### src/rtl/exu_seq.sv
// exu_seq: IDLE/EXEC/MEM/WB/HALT instruction sequencer with optional EXU_SEQ_MEM_TMO_EN watchdog; ports: clk/rst, id_valid/id_ready handshake, class flags, alu_result, mem_req/mem_wen/mem_ack, rf_wen/pc_wen/pc_sel, halt, inst_cnt
`ifndef ISA_WIDTH
`define ISA_WIDTH 32
`endif
module exu_seq #(
  parameter int TMO_W = 8
) (
  input  logic                  clk,
  input  logic                  rst,
  input  logic                  id_valid,
  output logic                  id_ready,
  input  logic                  is_load,
  input  logic                  is_store,
  input  logic                  is_branch,
  input  logic                  is_jump,
  input  logic                  is_ebreak,
  input  logic [`ISA_WIDTH-1:0] alu_result,
  output logic                  mem_req,
  output logic                  mem_wen,
  input  logic                  mem_ack,
  output logic                  rf_wen,
  output logic                  pc_wen,
  output logic                  pc_sel,
  output logic                  halt,
  output logic [31:0]           inst_cnt
);
  typedef enum logic [2:0] {IDLE, EXEC, MEM, WB, HALT} state_t;
  state_t state, state_nx;
  logic ld, st, br, jp, taken, tmo;
  logic unused_alu;
  assign unused_alu = ^alu_result[`ISA_WIDTH-1:1];
`ifdef EXU_SEQ_MEM_TMO_EN
  logic [TMO_W-1:0] wd;
  always_ff @(posedge clk)
    wd <= (rst || state != MEM) ? '0 : wd + 1'b1;
  assign tmo = wd == {{(TMO_W-1){1'b1}}, 1'b0};
`else
  logic unused_tmo;
  assign unused_tmo = TMO_W > 0;
  assign tmo = 1'b0;
`endif
  always_comb begin
    state_nx = state;
    case (state)
      IDLE:    state_nx = id_valid ? (is_ebreak ? HALT : EXEC) : IDLE;
      EXEC:    state_nx = (ld | st) ? MEM : WB;
      MEM:     state_nx = mem_ack ? WB : (tmo ? HALT : MEM);
      WB:      state_nx = IDLE;
      default: state_nx = HALT;
    endcase
  end
  always_ff @(posedge clk) begin
    if (rst) begin
      state <= IDLE;
      {ld, st, br, jp, taken} <= '0;
      inst_cnt <= '0;
    end else begin
      state <= state_nx;
      if (state == IDLE && id_valid) {ld, st, br, jp} <= {is_load, is_store, is_branch, is_jump};
      if (state == EXEC) taken <= br & alu_result[0];
      if (state == WB) inst_cnt <= inst_cnt + 32'd1;
    end
  end
  assign id_ready = state == IDLE;
  assign mem_req  = state == MEM;
  assign mem_wen  = mem_req & st;
  assign pc_wen   = state == WB;
  assign rf_wen   = pc_wen & ~(st | br);
  assign pc_sel   = pc_wen & (jp | (br & taken));
  assign halt     = state == HALT;
endmodule

### config.mk
export PLATFORM = sky130hd
export DESIGN_NAME = exu_seq
export DESIGN_NICKNAME = d
export VERILOG_FILES = /design/src/rtl/exu_seq.sv
export SDC_FILE = /design/constraint.sdc
export NUM_CORES = 1
export LEC_CHECK = 0
export ABC_AREA = 1
export BUFFER_PORTS_ARGS = -buffer_cell sky130_fd_sc_hd__buf_2
export CORE_MARGIN = 2
export CORE_UTILIZATION = 49
export CTS_BUF_LIST = sky130_fd_sc_hd__clkbuf_4 sky130_fd_sc_hd__clkbuf_8 sky130_fd_sc_hd__clkbuf_16
export CTS_CLUSTER_DIAMETER = 60
export DETAILED_ROUTE_END_ITERATION = 16
export PLACE_DENSITY = 0.76
export SLEW_MARGIN = 20
export SYNTH_ARGS = -nofsm -noshare
export SYNTH_HDL_FRONTEND = slang
export SYNTH_SLANG_ARGS = --single-unit
### constraint.sdc
create_clock -name clk -period 1.75 [get_ports clk]
set_clock_uncertainty 0.05 [all_clocks]
set_input_delay 0.0875 -clock clk [delete_from_list [all_inputs] [get_ports clk]]
set_output_delay 0.0875 -clock clk [all_outputs]
set_load 0.01 [all_outputs]
==> impl_metrics.env, run 1 <==
export IMPL_cts_buffer_depth=2
export IMPL_clk_latency_ps=290
export IMPL_switchingPower_mw=0.419
export IMPL_setup_viol=0
export IMPL_die_area_sq_um=4940
export IMPL_p_leak_nw=1.22
export IMPL_p_int_mw=1.30
export IMPL_worst_path_most_repeated_cell="nand2_1"
export IMPL_cp_cell_sequence="ha_1, nand2_1, nor2_2, nand2_1, nor2_1, nand4_1, nand2_1, nor2_1"
export IMPL_status="complete, no violations"
export IMPL_die_h_microns=70.3
export IMPL_p_sw_share_pct=24.4
export IMPL_layout_commonest_cell="nor2_1"
export IMPL_cts_htree_levels=2
export IMPL_reg2reg_depth=8
export IMPL_via_per_inst=4.92
export IMPL_synthTopCellsByArea="dfxtp_1 37%, nor2_1 13%, nand2_1 12%, inv_1 8.5%, nand3_1 7.0%"
export IMPL_drt_iter0_markers=112
export IMPL_grtUsageMet1_pct=29.1
export IMPL_grt_start_max_net_pins=16
export IMPL_syn_area_sq_um=2150
export IMPL_antenna_left=0
export IMPL_min_to="state[2]"
export IMPL_core_area_sq_um=4290
export IMPL_seq_area_frac_synth_pct=37.2
export IMPL_tightest_slew_ps=312
export IMPL_mappedNetlistNets=380
export IMPL_cp_required_ps=1890
export IMPL_drtPass1Iterations=4
export IMPL_clkTransAtPathRegs_ps=80
export IMPL_cts_tree="done"
export IMPL_antenna_found_initial=0
export IMPL_timing_final_crit_share_pct=89.6
export IMPL_worstHoldStart="is_ebreak"
export IMPL_powerDensity_nw_per_um2=652
export IMPL_synth_seq_cells=40
export IMPL_syn_to_final_growth_pct=22.4
export IMPL_cpPeakStageDelay_ps=390
export IMPL_initial_core_util_pct=50.1
export IMPL_grt_busiest_layer="met2"
export IMPL_drc=0
export IMPL_p_seq_share_pct=55.5
export IMPL_grt_util_met2_pct=37.5
export IMPL_wire_per_inst_microns=11.4
export IMPL_path_class="register to register"
export IMPL_routed_wl_microns=5160
export IMPL_synth_warnings=0
export IMPL_route_vias_total=2231
export IMPL_ios=80
export IMPL_hold_path_class="primary input to register"
export IMPL_cp_max_fo=5
export IMPL_rows=24
export IMPL_place_congestion=0.968
export IMPL_dpl_hpwl_microns=4000
export IMPL_grt_pass1_wl_microns=8880
export IMPL_yosys_area_top_type="dfxtp_1"
export IMPL_postCtsSetupBuffers=0
export IMPL_synthCells=338
export IMPL_port_buffers=48
export IMPL_placed_cells=442
export IMPL_final_core_util_pct=61.4
export IMPL_antenna_cells=0
export IMPL_synth_top_area_share_pct=37.2
export IMPL_min_period_ps=1570
export IMPL_worst_path_buf_inv=0
export IMPL_cp_slowest_cell="dfxtp_1"
export IMPL_fmax_mhz=638
export IMPL_drv_cap=0
export IMPL_cts_buffers=5
export IMPL_r2r_end="inst_cnt[24]"
export IMPL_cp_start_kind="register"
export IMPL_end_kind="register"
export IMPL_yosysUniqueCellTypes=27
export IMPL_r2r_start="inst_cnt[1]"
export IMPL_grtUsageTotal_pct=22.4
export IMPL_instances_no_fill=453
export IMPL_clock_power_share_pct=36.9
export IMPL_cp_top_family="simple AND/OR/NAND/NOR gates"
export IMPL_cp_arrival_ps=1710
export IMPL_peakVddDrop_mv=0.430
export IMPL_reg2reg_slack_ps=180
export IMPL_p_comb_share_pct=7.5
export IMPL_fin_nets=442
export IMPL_worst_hold_path_num_cells=3
export IMPL_slew_violations=0
export IMPL_grt_use_met3_pct=4.04
export IMPL_layout_common_cells="71 x nor2_1, 67 x nand2_1, 49 x inv_1"
export IMPL_slew_headroom_pct=79.0
export IMPL_syn_avg_cell_area_sq_um=6.37
export IMPL_layout_drive_gt1_share_pct=20.2
export IMPL_clkSinkCount=40
export IMPL_hold_viol_final=0
export IMPL_grt_overflow_total=0
export IMPL_grt_pass1_vias=2030
export IMPL_die_w_microns=70.3
export IMPL_holdWs_ps=12.5
export IMPL_root_buffer="clkbuf_8"
logic make-up (layout without fill, tap and decap cells):
kind of cell | count (synthesis) | count (layout) | share of synthesized area, %
DFF | 40 | 40 | 37.2
and+or+nand+nor | 203 | 203 | 42.3
buffers and inverters | 54 | 117 | 9.48
xor gates and xnor gates | 6 | 6 | 2.44
AOI/OAI and AO/OA | 34 | 34 | 8.02
adders and majority gates | 1 | 1 | 0.581
worst max-delay path by stage:
stage                            from            to  cells past startpoint
final                     inst_cnt[1]  inst_cnt[24]                      8
after floorplan           inst_cnt[1]  inst_cnt[28]                      8
after global placement    inst_cnt[1]  inst_cnt[28]                      8
after global routing      inst_cnt[1]  inst_cnt[18]                      8
after detailed placement  inst_cnt[1]  inst_cnt[28]                      8
after CTS                 inst_cnt[1]  inst_cnt[28]                      8
tightest hold or removal path, delay by kind of cell:
kind / cells / cell delay [ps]
AND/OR/NAND/NOR: 1 / 60
AO/OA/AOI/OAI: 1 / 50
buffers and inverters: 1 / 100
cell usage after synthesis:
cell and n:
nand2_2 1, o21ai_0 13, nand3_2 3, o21a_1 1
inv_1 49, xnor2_1 1, and2_1 1, a21oi_1 19
xor2_1 5, nor2_8 1, clkbuf_1 2, nor4_1 1
nor3_1 5, nor2_1 75, o21ai_1 1, nand3b_1 3
clkinv_1 1, nor2_2 6, inv_2 1, nand3_1 30
buf_2 1, ha_1 1, nand4_1 8, nor2_4 1
nand2_4 1, dfxtp_1 40, nand2_1 67
power by group through the flow:
stage / clock, mW / combinational [mW] / sequential [mW]
2_1_floorplan: 0 / 0.0810 / 0.971
3_3_place_gp: 0 / 0.122 / 0.975
3_5_place_dp: 0 / 0.124 / 0.975
4_1_cts: 0.652 / 0.130 / 0.954
5_1_grt: 0.680 / 0.147 / 0.957
6_report: 0.634 / 0.129 / 0.954
routing by layer:
metal | part of all wire [%] | wire length (microns)
met1 | 48 | 2480
met2 | 45 | 2330
met3 | 5.5 | 282
met4 | 1.2 | 63
met5 | 0 | 0
metrics by stage:
| stage | power, mW | area [sq um] | setup slack [ps] | TNS (ps) |
|---|---|---|---|---|
| after global placement | 1.10 | 2500 | 107 | 0 |
| after detailed placement | 1.10 | 2500 | 114 | 0 |
| final | 1.72 | 2640 | 183 | 0 |
| after global routing | 1.78 | 2640 | -0.424 | -0.424 |
| after floorplan | 1.05 | 2150 | 294 | 0 |
| after CTS | 1.74 | 2620 | 91.3 | 0 |
layout make-up:
class / instances / area [sq um]
inverter: 51 / 191
fill: 435 / 1660
timing repair buffer: 58 / 323
multi-input combinational: 244 / 1160
tap: 52 / 65.1
sequential: 40 / 801
clock buffer: 6 / 82.6
clock inverter: 2 / 10.0
flip-flops by register name, indices dropped and copies added, names as in the netlist:
name      cells
taken         1
ld            1
st            1
br            1
state         3
jp            1
inst_cnt     32
what timing repair did:
item / 4_1_cts / 5_1_grt
setup endpoints to repair: 0 / 8
hold endpoints to repair: 3 / 0
hold buffers: 3 / 0
gates resized for setup: 0 / 5
Note: power is estimated with default switching activity, not from simulation.
==> run 2, diff against run 1 <==
Settings changed: CORE_ASPECT_RATIO from default to 0.75, CORE_UTILIZATION 49 to 44, PLACE_DENSITY 0.76 to 0.71.
Clock period 1.75 ns to 1.3 ns, I/O delays scaled along.
==> impl_metrics.env, run 2 (synthesis gave the netlist of run 1 again) <==
export IMPL_status="finished with violations"
export IMPL_violations="setup timing"
export IMPL_layout_drive_gt1_share_pct=45.0
export IMPL_fmax_mhz=719
export IMPL_layout_commonest_cell="buf_4"
export IMPL_multiInputGateArea_sq_um=1450
export IMPL_cp_start_kind="register"
export IMPL_cp_max_fo=6
export IMPL_grt_start_max_net_pins=18
export IMPL_antenna_left=0
export IMPL_clk_latency_ps=290
export IMPL_fin_nets=499
export IMPL_p_leak_nw=1.56
export IMPL_setup_viol=24
export IMPL_drt_iter0_markers=123
export IMPL_drv_cap=0
export IMPL_clkSinkCount=40
export IMPL_antenna_found_initial=0
export IMPL_min_period_ps=1390
export IMPL_end_kind="register"
export IMPL_rows=22
export IMPL_cp_required_ps=1440
export IMPL_die_w_microns=84.8
export IMPL_finalSetupTns_ps=-947
export IMPL_cp_arrival_ps=1530
export IMPL_root_buffer="clkbuf_8"
export IMPL_placed_cells=500
export IMPL_grt_pass1_vias=2402
export IMPL_dpl_hpwl_microns=4670
export IMPL_tightest_slew_ps=515
export IMPL_placed_area_sq_um=2950
export IMPL_rsz0062_at_grt="true"
export IMPL_pre_cts_ws_ps=-128
export IMPL_cts_buffers=5
export IMPL_slew_violations=0
export IMPL_largest_reg_flops=32
export IMPL_cp_cell_sequence="nand2_1, nor2_4, nand4_1, buf_4, xor2_1, nor2_1"
export IMPL_routed_wl_microns=6560
export IMPL_grt_overflow_total=0
export IMPL_cts_htree_levels=2
export IMPL_core_area_sq_um=4790
export IMPL_initial_core_util_pct=44.9
export IMPL_syn_to_final_growth_pct=59.8
export IMPL_path_class="register to register"
export IMPL_ff_latch_area_sq_um=842
export IMPL_powerDensity_nw_per_um2=698
export IMPL_grtUsageTotal_pct=24.0
export IMPL_antenna_cells=0
export IMPL_grt_pass1_wl_microns=10600
export IMPL_route_vias_total=2546
export IMPL_cts_buffer_depth=2
export IMPL_max_flop_register="inst_cnt"
export IMPL_fin_ws_ps=-90.4
export IMPL_die_h_microns=64.6
export IMPL_ios=80
export IMPL_die_area_sq_um=5470
export IMPL_cp_slowest_cell="dfxtp_1"
export IMPL_cts_tree="done"
export IMPL_drc=0
export IMPL_hold_viol_final=0
export IMPL_port_buffers=48
export IMPL_holdWs_ps=13.8
export IMPL_timing_final_crit_share_pct=107
export IMPL_instances_no_fill=518
export IMPL_slew_headroom_pct=65.5
export IMPL_hold_path_class="primary input to register"
export IMPL_reg_largest_list="inst_cnt: 32 flops, state: 3 flops"
export IMPL_fillers=380
export IMPL_drtPass1Iterations=4
export IMPL_cpPeakStageDelay_ps=370
export IMPL_peakVddDrop_mv=0.648
export IMPL_clkTransAtPathRegs_ps=80
export IMPL_layout_common_cells="58 x buf_4, 57 x nand2_1, 50 x nor2_1"
export IMPL_wire_per_inst_microns=12.7
export IMPL_via_per_inst=4.92
export IMPL_place_congestion=0.886
export IMPL_finalInstanceArea_sq_um=3440
run 2: per-stage QoR:
stage / utilization, % / total power, mW
3_5_place_dp: 61.7 / 1.53
2_1_floorplan: - / 1.41
4_1_cts: 69.0 / 2.38
3_3_place_gp: 61.7 / 1.52
5_1_grt: 71.8 / 2.50
6_report: 71.8 / 2.40
run 2: final timing paths:
| path | from | endpoint | slack, ps | depth (start not counted) |
|---|---|---|---|---|
| setup / recovery | inst_cnt[5] | inst_cnt[15] | -90 | 6 |
| setup reg to reg | inst_cnt[5] | inst_cnt[15] | -90 | 6 |
| hold / removal | alu_result[0] | taken | 10 | 3 |
| hold reg to reg | inst_cnt[6] | inst_cnt[6] | 460 | 2 |
run 2: what timing repair did:
action	in CTS	in global routing
endpoints found under the hold margin	5	0
hold buffers	5	0
setup buffers	4	2
pin swaps	21	15
endpoints found under the setup margin	32	42
gates resized for setup	61	37
run 2: worst max-delay path: cells and delay by family, from the launching register on:
family / cells / cell delay (ps)
xor+xnor: 1 / 130
buf+inv: 1 / 190
flops: 1 / 370
simple gates: 4 / 550
run 2: cell type report:
cell class,instances,area share [%]
clock buffer,7,2.44
timing repair buffer,115,23.0
clock inverter,1,0.109
tap,60,2.18
inverter,51,5.71
sequential,40,24.5
multi-input combinational,244,42.0
run 2: report_power, final:
group,switching [mW],total [mW],leakage (nW),internal [mW]
Sequential,0.0348,1.28,0.335,1.25
Combinational,0.148,0.278,1.18,0.130
Clock,0.424,0.840,0.0467,0.416
run 2: metal layers:
layer | vias to the layer above | global-route usage (%) | part of all wire (%)
met5 | - | 0 | 0
met4 | 0 | 6.15 | 1.1
met3 | 9 | 4.97 | 6.8
met2 | 75 | 40.8 | 47
met1 | 1152 | 31.4 | 45
li1 | 1310 | - | -
==> run 3, diff against run 2 <==
Settings changed: CORE_UTILIZATION 44 to 50, PLACE_DENSITY 0.71 to 0.77, REMOVE_ABC_BUFFERS from default to 1.
Clock period 1.3 ns to 1.7 ns, I/O delays scaled along.
==> impl_metrics.env, run 3 (synthesis gave the netlist of run 1 again) <==
export IMPL_status="complete, no violations"
export IMPL_cp_arrival_ps=1740
export IMPL_layout_drive_gt1_share_pct=20.2
export IMPL_antenna_cells=0
export IMPL_switchingPower_mw=0.433
export IMPL_p_int_mw=1.38
export IMPL_syn_to_final_growth_pct=22.0
export IMPL_grt_use_met3_pct=5.06
export IMPL_hold_viol_final=0
export IMPL_layout_commonest_cell="nor2_1"
export IMPL_place_congestion=0.908
export IMPL_grtUsageMet1_pct=32.5
export IMPL_cts_buffer_depth=2
export IMPL_rows=20
export IMPL_routed_wl_microns=5140
export IMPL_drtPass1Iterations=4
export IMPL_drt_iter0_markers=155
export IMPL_reg_largest_list="inst_cnt: 32 flops, state: 3 flops"
export IMPL_p_sw_share_pct=23.9
export IMPL_grt_overflow_total=0
export IMPL_ios=80
export IMPL_grt_busiest_layer="met2"
export IMPL_clkTransAtPathRegs_ps=80
export IMPL_end_kind="register"
export IMPL_cp_required_ps=1850
export IMPL_final_core_util_pct=64.0
export IMPL_wire_per_inst_microns=11.4
export IMPL_postCtsSetupBuffers=0
export IMPL_cts_htree_levels=2
export IMPL_finalInstanceArea_sq_um=2630
export IMPL_path_class="register to register"
export IMPL_clock_power_share_pct=38.3
export IMPL_powerDensity_nw_per_um2=689
export IMPL_grt_util_met2_pct=34.2
export IMPL_die_area_sq_um=4850
export IMPL_route_vias_total=2231
export IMPL_initial_core_util_pct=52.4
export IMPL_cts_buffers=5
export IMPL_multiInputGateArea_sq_um=1170
export IMPL_clk_latency_ps=290
export IMPL_antenna_found_initial=0
export IMPL_peakVddDrop_mv=0.545
export IMPL_port_buffers=48
export IMPL_ff_latch_area_sq_um=801
export IMPL_antenna_left=0
export IMPL_timing_final_crit_share_pct=93.9
export IMPL_tightest_slew_ps=281
export IMPL_fin_nets=438
export IMPL_fin_total_pwr_mw=1.81
export IMPL_fmax_mhz=627
export IMPL_holdWs_ps=19.2
export IMPL_grtUsageTotal_pct=22.5
export IMPL_drc=0
export IMPL_p_seq_share_pct=54.3
export IMPL_dpl_hpwl_microns=3930
export IMPL_slew_violations=0
export IMPL_die_w_microns=79.8
export IMPL_layout_common_cells="70 x nor2_1, 67 x nand2_1, 49 x inv_1"
export IMPL_core_area_sq_um=4100
export IMPL_hold_path_class="primary input to register"
export IMPL_max_flop_register="inst_cnt"
export IMPL_root_buffer="clkbuf_8"
export IMPL_grt_pass1_vias=1811
export IMPL_finalSetupTns_ps=0
export IMPL_rsz0062_at_grt="true"
export IMPL_clkSinkCount=40
export IMPL_largest_reg_flops=32
export IMPL_grt_start_max_net_pins=29
export IMPL_cts_tree="done"
export IMPL_slew_headroom_pct=81.2
export IMPL_fillers=388
export IMPL_p_comb_share_pct=7.4
export IMPL_die_h_microns=60.8
export IMPL_p_leak_nw=1.20
export IMPL_grt_pass1_wl_microns=8450
export IMPL_cp_max_fo=5
export IMPL_via_per_inst=4.94
export IMPL_cp_start_kind="register"
export IMPL_setup_viol=0
export IMPL_min_period_ps=1600
export IMPL_placed_area_sq_um=2470
export IMPL_drv_cap=0
-- run 3: timing repair --
item,CTS,global route
hold endpoints to repair,3,0
hold buffers,3,0
gates resized for setup,0,8
endpoints found under the setup margin,0,11
-- run 3: worst max-delay path, stage by stage, from the launching register on --
cell and delay, ps:
dfxtp_1 390, ha_1 190, nand2_1 110, nor2_2 160, nand2_1 130, nor2_1 210, nand4_1 120, nand2_1 80
nor2_1 40
-- run 3: worst paths after layout --
kind / from / to / slack (ps) / depth (start not counted)
max: inst_cnt[1] / inst_cnt[24] / 100 / 8
min: is_ebreak / state[2] / 20 / 3
max reg2reg: inst_cnt[1] / inst_cnt[24] / 100 / 8
min reg2reg: st / st / 440 / 2
-- run 3: power by group through the flow --
stage	registers (mW)	logic, mW	clock network (mW)
after global routing	0.985	0.154	0.737
after global placement	1.00	0.126	0
after CTS	0.982	0.134	0.700
after detailed placement	1.00	0.128	0
final	0.982	0.134	0.693
after floorplan	1.00	0.0791	0
-- run 3: routing by layer --
metal,up-vias,routed length [microns],part of all wire [%]
met3,5,371,7.2
met5,-,0,0
met1,974,2580,50
met4,0,47,0.91
met2,72,2140,42
li1,1180,-,-
-- run 3: final cells by class --
class,instances,area share [%]
inverters,51,7.29
flip-flops and latches,40,30.5
well taps,55,2.62
multi-input cells,244,44.7
repair buffers,54,11.1
clock buffers,8,3.72
-- run 3: metrics by stage --
step                instances  setup slack, ps
finish                    452              104
global route              452            -22.6
CTS                       452             63.9
detailed placement        441             97.7
global placement          441              145
floorplan                 335              232
